===== config.mk =====
export PLATFORM = sky130hd
export DESIGN_NAME = byte_unstriping_rx
export DESIGN_NICKNAME = d
export VERILOG_FILES = /design/src/rtl/byte_unstriping_rx.sv
export SDC_FILE = /design/constraint.sdc
export NUM_CORES = 1
export LEC_CHECK = 0
export CAP_MARGIN = 5
export CORE_MARGIN = 5
export CORE_UTILIZATION = 53
export CTS_CLUSTER_SIZE = 40
export DETAILED_ROUTE_END_ITERATION = 12
export GPL_TIMING_DRIVEN = 0
export PLACE_DENSITY = 0.75
export SYNTH_ARGS = -nofsm -noshare
export SYNTH_HDL_FRONTEND = slang
export SYNTH_SLANG_ARGS = --single-unit

===== constraint.sdc =====
create_clock -name clk -period 3.3 [get_ports clk]
set_clock_uncertainty 0.15 [all_clocks]
set_input_delay 0.66 -clock clk [delete_from_list [all_inputs] [get_ports clk]]
set_output_delay 0.66 -clock clk [all_outputs]
set_load 0.02 [all_outputs]

===== src/rtl/byte_unstriping_rx.sv =====
// Rebuilds a serial byte stream from four byte lanes, absorbing inter-lane skew
// in small per-lane FIFOs. Output order is lane0, lane1, lane2, lane3, repeating.
module byte_unstriping_rx #(
    parameter int DEPTH    = 4,
    parameter int SKEW_MAX = 8
) (
    input  logic       clk,
    input  logic       reset,
    input  logic       valid_in0,
    input  logic       valid_in1,
    input  logic       valid_in2,
    input  logic       valid_in3,
    input  logic [7:0] data_in0,
    input  logic [7:0] data_in1,
    input  logic [7:0] data_in2,
    input  logic [7:0] data_in3,
    output logic [7:0] data_out,
    output logic       valid_out,
    output logic       aligned,
    output logic       overflow_err,
    output logic       skew_err,
    output logic [1:0] fsm_state
);
    localparam int AW  = $clog2(DEPTH);
    localparam int CW  = AW + 1;
    localparam int SCW = $clog2(SKEW_MAX + 1);

    typedef enum logic [1:0] {
        IDLE  = 2'd0,
        ALIGN = 2'd1,
        RUN   = 2'd2,
        ERROR = 2'd3
    } state_t;

    state_t         state;
    logic [1:0]     lane_ptr;
    logic [SCW-1:0] skew_cnt;

    logic [7:0]    mem  [4][DEPTH];
    logic [AW-1:0] wptr [4];
    logic [AW-1:0] rptr [4];
    logic [CW-1:0] cnt  [4];

    logic [3:0] vin;
    logic [7:0] din [4];
    logic [3:0] empty, full, push, pop, wr_en, ovf;
    logic       all_ne, any_ne, ovf_any;
    logic [7:0] head;

    assign vin       = {valid_in3, valid_in2, valid_in1, valid_in0};
    assign fsm_state = state;

    always_comb begin
        din[0] = data_in0;
        din[1] = data_in1;
        din[2] = data_in2;
        din[3] = data_in3;
        for (int i = 0; i < 4; i++) begin
            empty[i] = (cnt[i] == '0);
            full[i]  = (cnt[i] == CW'(DEPTH));
            pop[i]   = (state == RUN) && (lane_ptr == 2'(i)) && !empty[i];
            push[i]  = vin[i] && (state != ERROR);
            // A full FIFO may still accept a byte if its head leaves in the same cycle.
            wr_en[i] = push[i] && (!full[i] || pop[i]);
            ovf[i]   = push[i] && full[i] && !pop[i];
        end
        all_ne  = ~|empty;
        any_ne  = ~&empty;
        ovf_any = |ovf;
        head    = mem[lane_ptr][rptr[lane_ptr]];
    end

    always_ff @(posedge clk) begin
        for (int i = 0; i < 4; i++) begin
            if (wr_en[i]) mem[i][wptr[i]] <= din[i];
        end
    end

    always_ff @(posedge clk or posedge reset) begin
        if (reset) begin
            for (int i = 0; i < 4; i++) begin
                wptr[i] <= '0;
                rptr[i] <= '0;
                cnt[i]  <= '0;
            end
        end else begin
            for (int i = 0; i < 4; i++) begin
                if (state == ERROR) begin
                    wptr[i] <= '0;
                    rptr[i] <= '0;
                    cnt[i]  <= '0;
                end else begin
                    if (wr_en[i]) wptr[i] <= wptr[i] + 1'b1;
                    if (pop[i])   rptr[i] <= rptr[i] + 1'b1;
                    if (wr_en[i] && !pop[i])      cnt[i] <= cnt[i] + 1'b1;
                    else if (!wr_en[i] && pop[i]) cnt[i] <= cnt[i] - 1'b1;
                end
            end
        end
    end

    always_ff @(posedge clk or posedge reset) begin
        if (reset) begin
            state        <= IDLE;
            lane_ptr     <= 2'd0;
            skew_cnt     <= '0;
            data_out     <= 8'h00;
            valid_out    <= 1'b0;
            aligned      <= 1'b0;
            overflow_err <= 1'b0;
            skew_err     <= 1'b0;
        end else begin
            case (state)
                IDLE: begin
                    valid_out <= 1'b0;
                    lane_ptr  <= 2'd0;
                    if (all_ne) begin
                        state   <= RUN;
                        aligned <= 1'b1;
                    end else if (any_ne) begin
                        state    <= ALIGN;
                        skew_cnt <= '0;
                    end
                end
                ALIGN: begin
                    valid_out <= 1'b0;
                    if (all_ne) begin
                        state    <= RUN;
                        aligned  <= 1'b1;
                        lane_ptr <= 2'd0;
                    end else begin
                        skew_cnt <= skew_cnt + 1'b1;
                        if (skew_cnt == SCW'(SKEW_MAX - 1)) begin
                            state    <= ERROR;
                            skew_err <= 1'b1;
                        end
                    end
                end
                RUN: begin
                    if (!empty[lane_ptr]) begin
                        data_out  <= head;
                        valid_out <= 1'b1;
                        lane_ptr  <= lane_ptr + 2'd1;
                    end else begin
                        valid_out <= 1'b0;
                        // Realign only on a word boundary so lane order is never broken.
                        if (lane_ptr == 2'd0 && !any_ne) begin
                            state   <= IDLE;
                            aligned <= 1'b0;
                        end
                    end
                end
                default: begin
                    valid_out <= 1'b0;
                    aligned   <= 1'b0;
                end
            endcase
            if (ovf_any) begin
                state        <= ERROR;
                overflow_err <= 1'b1;
                valid_out    <= 1'b0;
                aligned      <= 1'b0;
            end
        end
    end
endmodule


# ---- Yosys cells after proc, flatten, opt, wreduce, memory -nomap -nowiden
# Memories as Yosys holds them, arrays and structs flattened.
# Index checks and enable logic that the tools add are counted.
dict set report word_totals {
  romBits 0
  mem_bits_rw 128
  latch_bits 0
  register_bits 48
  word_cells 242
  mem_count 1
}
dict set report classes {
  bitwise_logic 7
  shift 0
  div 0
  addsub 18
  eq_ne 22
  multipliers 0
  n_mux 75
  n_lt_le_gt_ge 11
  reduce_logical 88
}
# memory depth word_bits read_ports rd_ports_with_merged_regs wr line_no
set memory_table {}
lappend memory_table {mem 4 32 1 0 4 39} ;# logic [7:0] mem [4][DEPTH];
# cell count
set ops {}
lappend ops {{32-bit 2-to-1 mux} 4}
lappend ops {{8-bit demux with 2-bit select} 4}
lappend ops {{2-bit 2-to-1 mux} 27}
lappend ops {{8-bit 2-to-1 mux} 6}
lappend ops {{1-bit logical AND} 37}
lappend ops {{3-bit 2-to-1 mux} 12}
lappend ops {{2-bit by 1-bit adder with 2-bit output (second input constant)} 9}
lappend ops {{3-bit greater-or-equal comparator (second input constant)} 6}
lappend ops {{2-bit inverter with 3-bit output} 6}
lappend ops {{2-bit nonzero test} 9}
lappend ops {{8-bit binary-select mux with 2-bit select} 1}
lappend ops {{1-bit zero test} 16}
lappend ops {{3-bit nonzero test} 5}
lappend ops {{3-bit by 1-bit adder with 3-bit output (second input constant)} 4}
lappend ops {{3-bit equality test (second input constant)} 4}
lappend ops {{3-bit zero test} 4}
lappend ops {{3-bit by 1-bit less-than comparator with 1-bit output (second input constant)} 4}
lappend ops {{1-bit 2-to-1 mux} 12}
lappend ops {{4-bit 2-to-1 mux} 3}
lappend ops {{2-bit != test (second input constant)} 6}
lappend ops {{2-bit case mux with 3 select lines} 2}
lappend ops {{3-bit by 1-bit subtractor with 3-bit output (second input constant)} 4}
lappend ops {{3-bit AND reduction} 3}
lappend ops {{2-bit equality test (second input constant)} 4}
lappend ops {{other kinds (20)} 29}

# ---- Longest topological paths before layout
dict set report logic_depth {
  word_depth 10
  depth_mapped 14
}

# ---- Worst setup path before layout
# OpenSTA, ideal clock, no wires.
dict set report synth_timing {
  path_kind {reg-to-reg}
  start {register lane_ptr[1]}
  end {register cnt[10] in the netlist's numbering}
  setup_slack_ns 0.096
  path_stages_with_launch 13
  arrival_ns 2.960
  required_ns 3.056
  setup_ns 0.094
  path_cell_list {dfrtp_1 buf_2 buf_2 inv_1 ha_1 nand2_1 a31oi_1 and2_0 nor2b_1 fa_1 a2111oi_0 nor2_1 a211oi_1}
}
dict set report synth_via {
  elab_chain_len 8
}
# element line_no
set synth_lines {}
lappend synth_lines {{from (decl)} 36} ;# logic [1:0] lane_ptr;
lappend synth_lines {{from (signal assigned)} 143} ;# lane_ptr <= lane_ptr + 2'd1;
lappend synth_lines {{2-bit zero test *} 61} ;# pop[i] = (state == RUN) && (lane_ptr == 2'(i)) && !empty[i];
lappend synth_lines {{1-bit logical AND * (2 in series)} 61}
lappend synth_lines {{1-bit logical OR} 64} ;# wr_en[i] = push[i] && (!full[i] || pop[i]);
lappend synth_lines {{1-bit logical AND} 64}
lappend synth_lines {{1-bit logical AND or 1-bit zero test (tied branches)} {95, 96}}
lappend synth_lines {{3-bit 2-to-1 mux or 1-bit logical AND (tied branches)} {95, 96}}
lappend synth_lines {{3-bit 2-to-1 mux or 3-bit nonzero test (tied branches)} --}
lappend synth_lines {{to (signal, indexed assignment)} 95} ;# if (wr_en[i] && !pop[i]) cnt[i] <= cnt[i] + 1'b1;
lappend synth_lines {{to (signal, indexed assignment)} 96} ;# else if (!wr_en[i] && pop[i]) cnt[i] <= cnt[i] - 1'b1;
lappend synth_lines {{to (decl)} 42} ;# logic [CW-1:0] cnt [4];
# Every way passes the cells marked *; elsewhere a longest branch is shown, timed or not.
# A chain may end at the register's enable or synchronous reset.

# ---- Worst setup path in the final report
# Same ends and word-level chain as after synthesis.

==> metrics.md <==
| Metric | Value |
|---|---|
| Clk buf depth | `2` |
| Post-synth EDFFs | `approximately 130` |
| Main combinational cell family by area after synthesis | `multiplexers` |
| WS Path Type | `reg -> reg` |
| Synthesized area | `about 8000 sq um` |
| Clock transition at path regs | `0.06 ns` |
| Cts bufs inserted | `17` |
| Die Width | `134 um` |
| Syn_area_per_cell | `14.9 sq um` |
| Sequential fraction of the synthesis area | `62.3%` |
| Clk pwr share | `roughly a quarter` |
| Antenna Violating Nets Remaining | `0` |
| Post-DP Area | `8830 sq um` |
| Finished Cell Area | `9580 sq um` |
| Full die area | `17800 sq um` |
| Largest net degree at the start of global routing | `41` |
| Clk sinks | `176` |
| Area grow syn2layout | `18.4%` |
| Sw frac | `between 30% and 40%` |
| CP max stage cell | `fa_1` |
| HP Class | `reg -> reg` |
| Worst Hold Depth | `1` |
| Layout Utilization | `63.5%` |
| First-pass GRT wire length | `between 20 and 30 mm` |
| Dominant cell type by count on the critical path | `buf_6` |
| Initial antenna violation count | `0` |
| CP Launch Type | `register` |
| Worst-path fanout max | `10` |
| Clock H-tree levels | `4` |
| DP Wirelength | `12.8 mm` |
| Min-delay src | `overflow_err` |
| Post-synthesis adder-cell area fraction | `4.86%` |
| Net Switching | `2.75 mW` |
| Avg WL per Cell | `24.2 um` |
| Seq pwr share | `slightly below 40%` |
| Core outline area | `roughly 15000 sq um` |
| FP Rows | `45` |
| Worst-margin pin slew | `0.842 ns` |
| RR Endpoint | `cnt[10]` |
| Filler cells | `1090` |
| Final setup vio count | `0` |
| Synth cell types | `54` |
| Initial Util | `approximately 54%` |
| XOR/XNOR share of the synthesized area | `2.16%` |
| Flop-to-flop setup slack | `approximately 0.0068 ns` |
| Yosys warns | `0` |
| Finished Layout Cells | `approximately 800` |
| Slew Limit Fails | `0` |
| Die height | `134 um` |
| Internal | `about 5.2 mW` |
| Period utilisation layout | `99.8%` |
| CP Capture Type | `register` |
| Power Density | `835 nW/um^2` |
| Placed Cells | `780` |
| Hold-fix buffers, CTS | `0` |
| Net Count, Synth | `610` |
| Worst endpoint required time | `between 3 and 4 ns` |
| Logic pwr share | `34.6%` |
| Minimum clock period | `3.29 ns` |
| Worst Path Buf+Inv | `3` |
| Final WL | `19.8 mm` |
| Leak | `3.49 nW` |
| # Max-Cap Violations | `0` |
| Critical path arrival | `3.48 ns` |
| Delay-heaviest family, CP | `compound AO/OA/AOI/OAI gates` |
| Commonest non-fill, non-tap cell in the layout | `edfxtp_1` |
| Ant diodes | `0` |
| Share of cells above drive strength 1 | `15.7%` |
| Drt drc | `0` |
| Compound-Gate Fraction of Synth Area | `6.26%` |
| Vias per cell | `about 6.2` |
| Max_slew headroom | `43.5%` |
| Mux contribution to synthesized area | `between 10% and 20%` |
| Main synth FF type | `edfxtp_1` |
| Commonest cells after routing, fill and taps aside | `edfxtp_1, nor2_1, clkdlybuf4s50_1, dfrtp_1, inv_1` |
| RSZ-0062 raised after global routing | `true` |
| Fmax | `304 MHz` |
| Peak supply drop | `0.453 mV` |
| Overall Global Routing Usage | `22.6%` |
| Endpoint, Worst Hold | `overflow_err` |
| Hold Vio Cnt, Final | `0` |
| Status | `finished, final reports clean` |
| First DRT Iteration DRCs | `441` |
| Share of flip-flops with an asynchronous set or reset | `27.3%` |
| Buffers on Ports | `48` |
| Io pins | `52` |
| Total negative setup slack | `0 ns` |
| Worst reg2reg path startpoint | `lane_ptr[1]` |
| Crit path cell chain | `buf_6 -> buf_6 -> inv_1 -> ha_2 -> nand2_2 -> a31oi_4 -> and2_0 -> nor2b_1 -> fa_1 -> a2111oi_1 -> nor2_1 -> a211oi_1` |
| Grt total ovfl | `0` |
| Synth Instances | `543` |
| DR pass1 iterations | `4` |
| Worst reg2reg path depth | `12` |
| Clock Latency Late Sink | `0.43 ns` |
| Simple-Gate Fraction of Synth Area | `8.38%` |
| Clk root buf | `clkbuf_16` |
| Yosys reg bits | `between 150 and 200` |
| Via count | `between 5000 and 6000` |
| Vias in the first global route | `5121` |
| Final net count | `683` |
| Final RePlAce weighted congestion | `0.862` |
| Largest stage delay, worst path | `0.47 ns` |
| Power, Total | `~8.0 mW` |
| CTS tree | `yes` |
repair_timing:
action,in CTS,in global routing
setup endpoints to repair,40,7
buffers inserted,2,3
pin swaps,2,1
resized for setup,13,10
cell families after synthesis:
family	count (synthesis)
multiplexers	57
AO/OA/AOI/OAI	75
XOR/XNOR	20
flip-flops	176
buffers and inverters	49
adder cells (fa/ha/maj)	29
AND/OR/NAND/NOR	137
area by class of cell:
class                      count  area (sq um)  area share (%)
sequential                   176          5050            52.7
clock inverter                13           175            1.83
multi-input combinational    318          2900            30.2
clock buffer                  19           443            4.62
timing repair buffer          54           538            5.62
tap                          188           235            2.46
inverter                      27           101            1.06
buffer                        22           145            1.51
stage by stage:
stage / hold slack (ns) / setup WS, ns
after global placement: 0.302 / -0.485
after global routing: 0.331 / -0.0994
after CTS: 0.326 / 0.00755
after floorplan: 0.334 / 0.0957
after detailed placement: 0.312 / -0.576
final: 0.317 / 0.00681
worst max path at each step:
stage               endpoint  slack (ns)        start  cells past startpoint
floorplan            cnt[10]         0.1  lane_ptr[1]                     12
global placement     cnt[10]       -0.49  lane_ptr[1]                     12
detailed placement   cnt[10]       -0.58  lane_ptr[1]                     12
CTS                   cnt[8]       0.008  lane_ptr[1]                     11
global route         cnt[10]        -0.1  lane_ptr[1]                     12
finish               cnt[10]       0.007  lane_ptr[1]                     12
power groups by stage:
stage                     Sequential [mW]  Combinational, mW  Clock (mW)
after CTS                            3.12               2.70        2.12
after global routing                 3.16               2.98        2.23
after detailed placement             3.14               2.63           0
after floorplan                      3.16               1.73           0
after global placement               3.11               2.51           0
final                                3.12               2.77        2.11
Yosys cell counts, types with 2 or more instances:
master	number	area (sq um)
a2111oi_0	3	26.3
a211oi_1	21	158
a21oi_1	23	115
a221o_1	2	20.0
a221oi_1	3	26.3
a31oi_1	4	25.0
a41oi_1	2	17.5
and2_0	3	18.8
and2_1	7	43.8
and3_1	15	93.8
buf_2	6	30.0
buf_6	3	33.8
clkbuf_1	10	37.5
dfrtp_1	48	1200
edfxtp_1	128	3840
fa_1	4	80.1
ha_1	25	313
inv_1	27	101
mux2_2	10	113
mux2i_1	11	110
mux4_1	11	289
mux4_2	23	518
nand2_1	18	67.6
nand3_1	6	30.0
nand4_1	4	25.0
nor2_1	54	203
nor2b_1	13	81.3
nor3_1	4	20.0
o21a_1	3	22.5
o21ai_0	6	30.0
o311a_1	2	20.0
or2_2	2	12.5
or3_1	3	18.8
xnor2_1	12	105
xor2_1	8	70.1
registers in the layout, indices dropped and copies added (netlist names):
register      flops
mem             128
cnt              12
data_out          8
rptr              8
wptr              8
skew_cnt          4
fsm_state         2
lane_ptr          2
aligned           1
overflow_err      1
skew_err          1
valid_out         1
routing by layer:
layer  wire, um  track usage (%)
met5          0                0
met1       7720             29.6
met3       1500             4.61
met4        451             7.83
met2      10100             38.1
No activity file was read; power rests on OpenSTA's default activity.
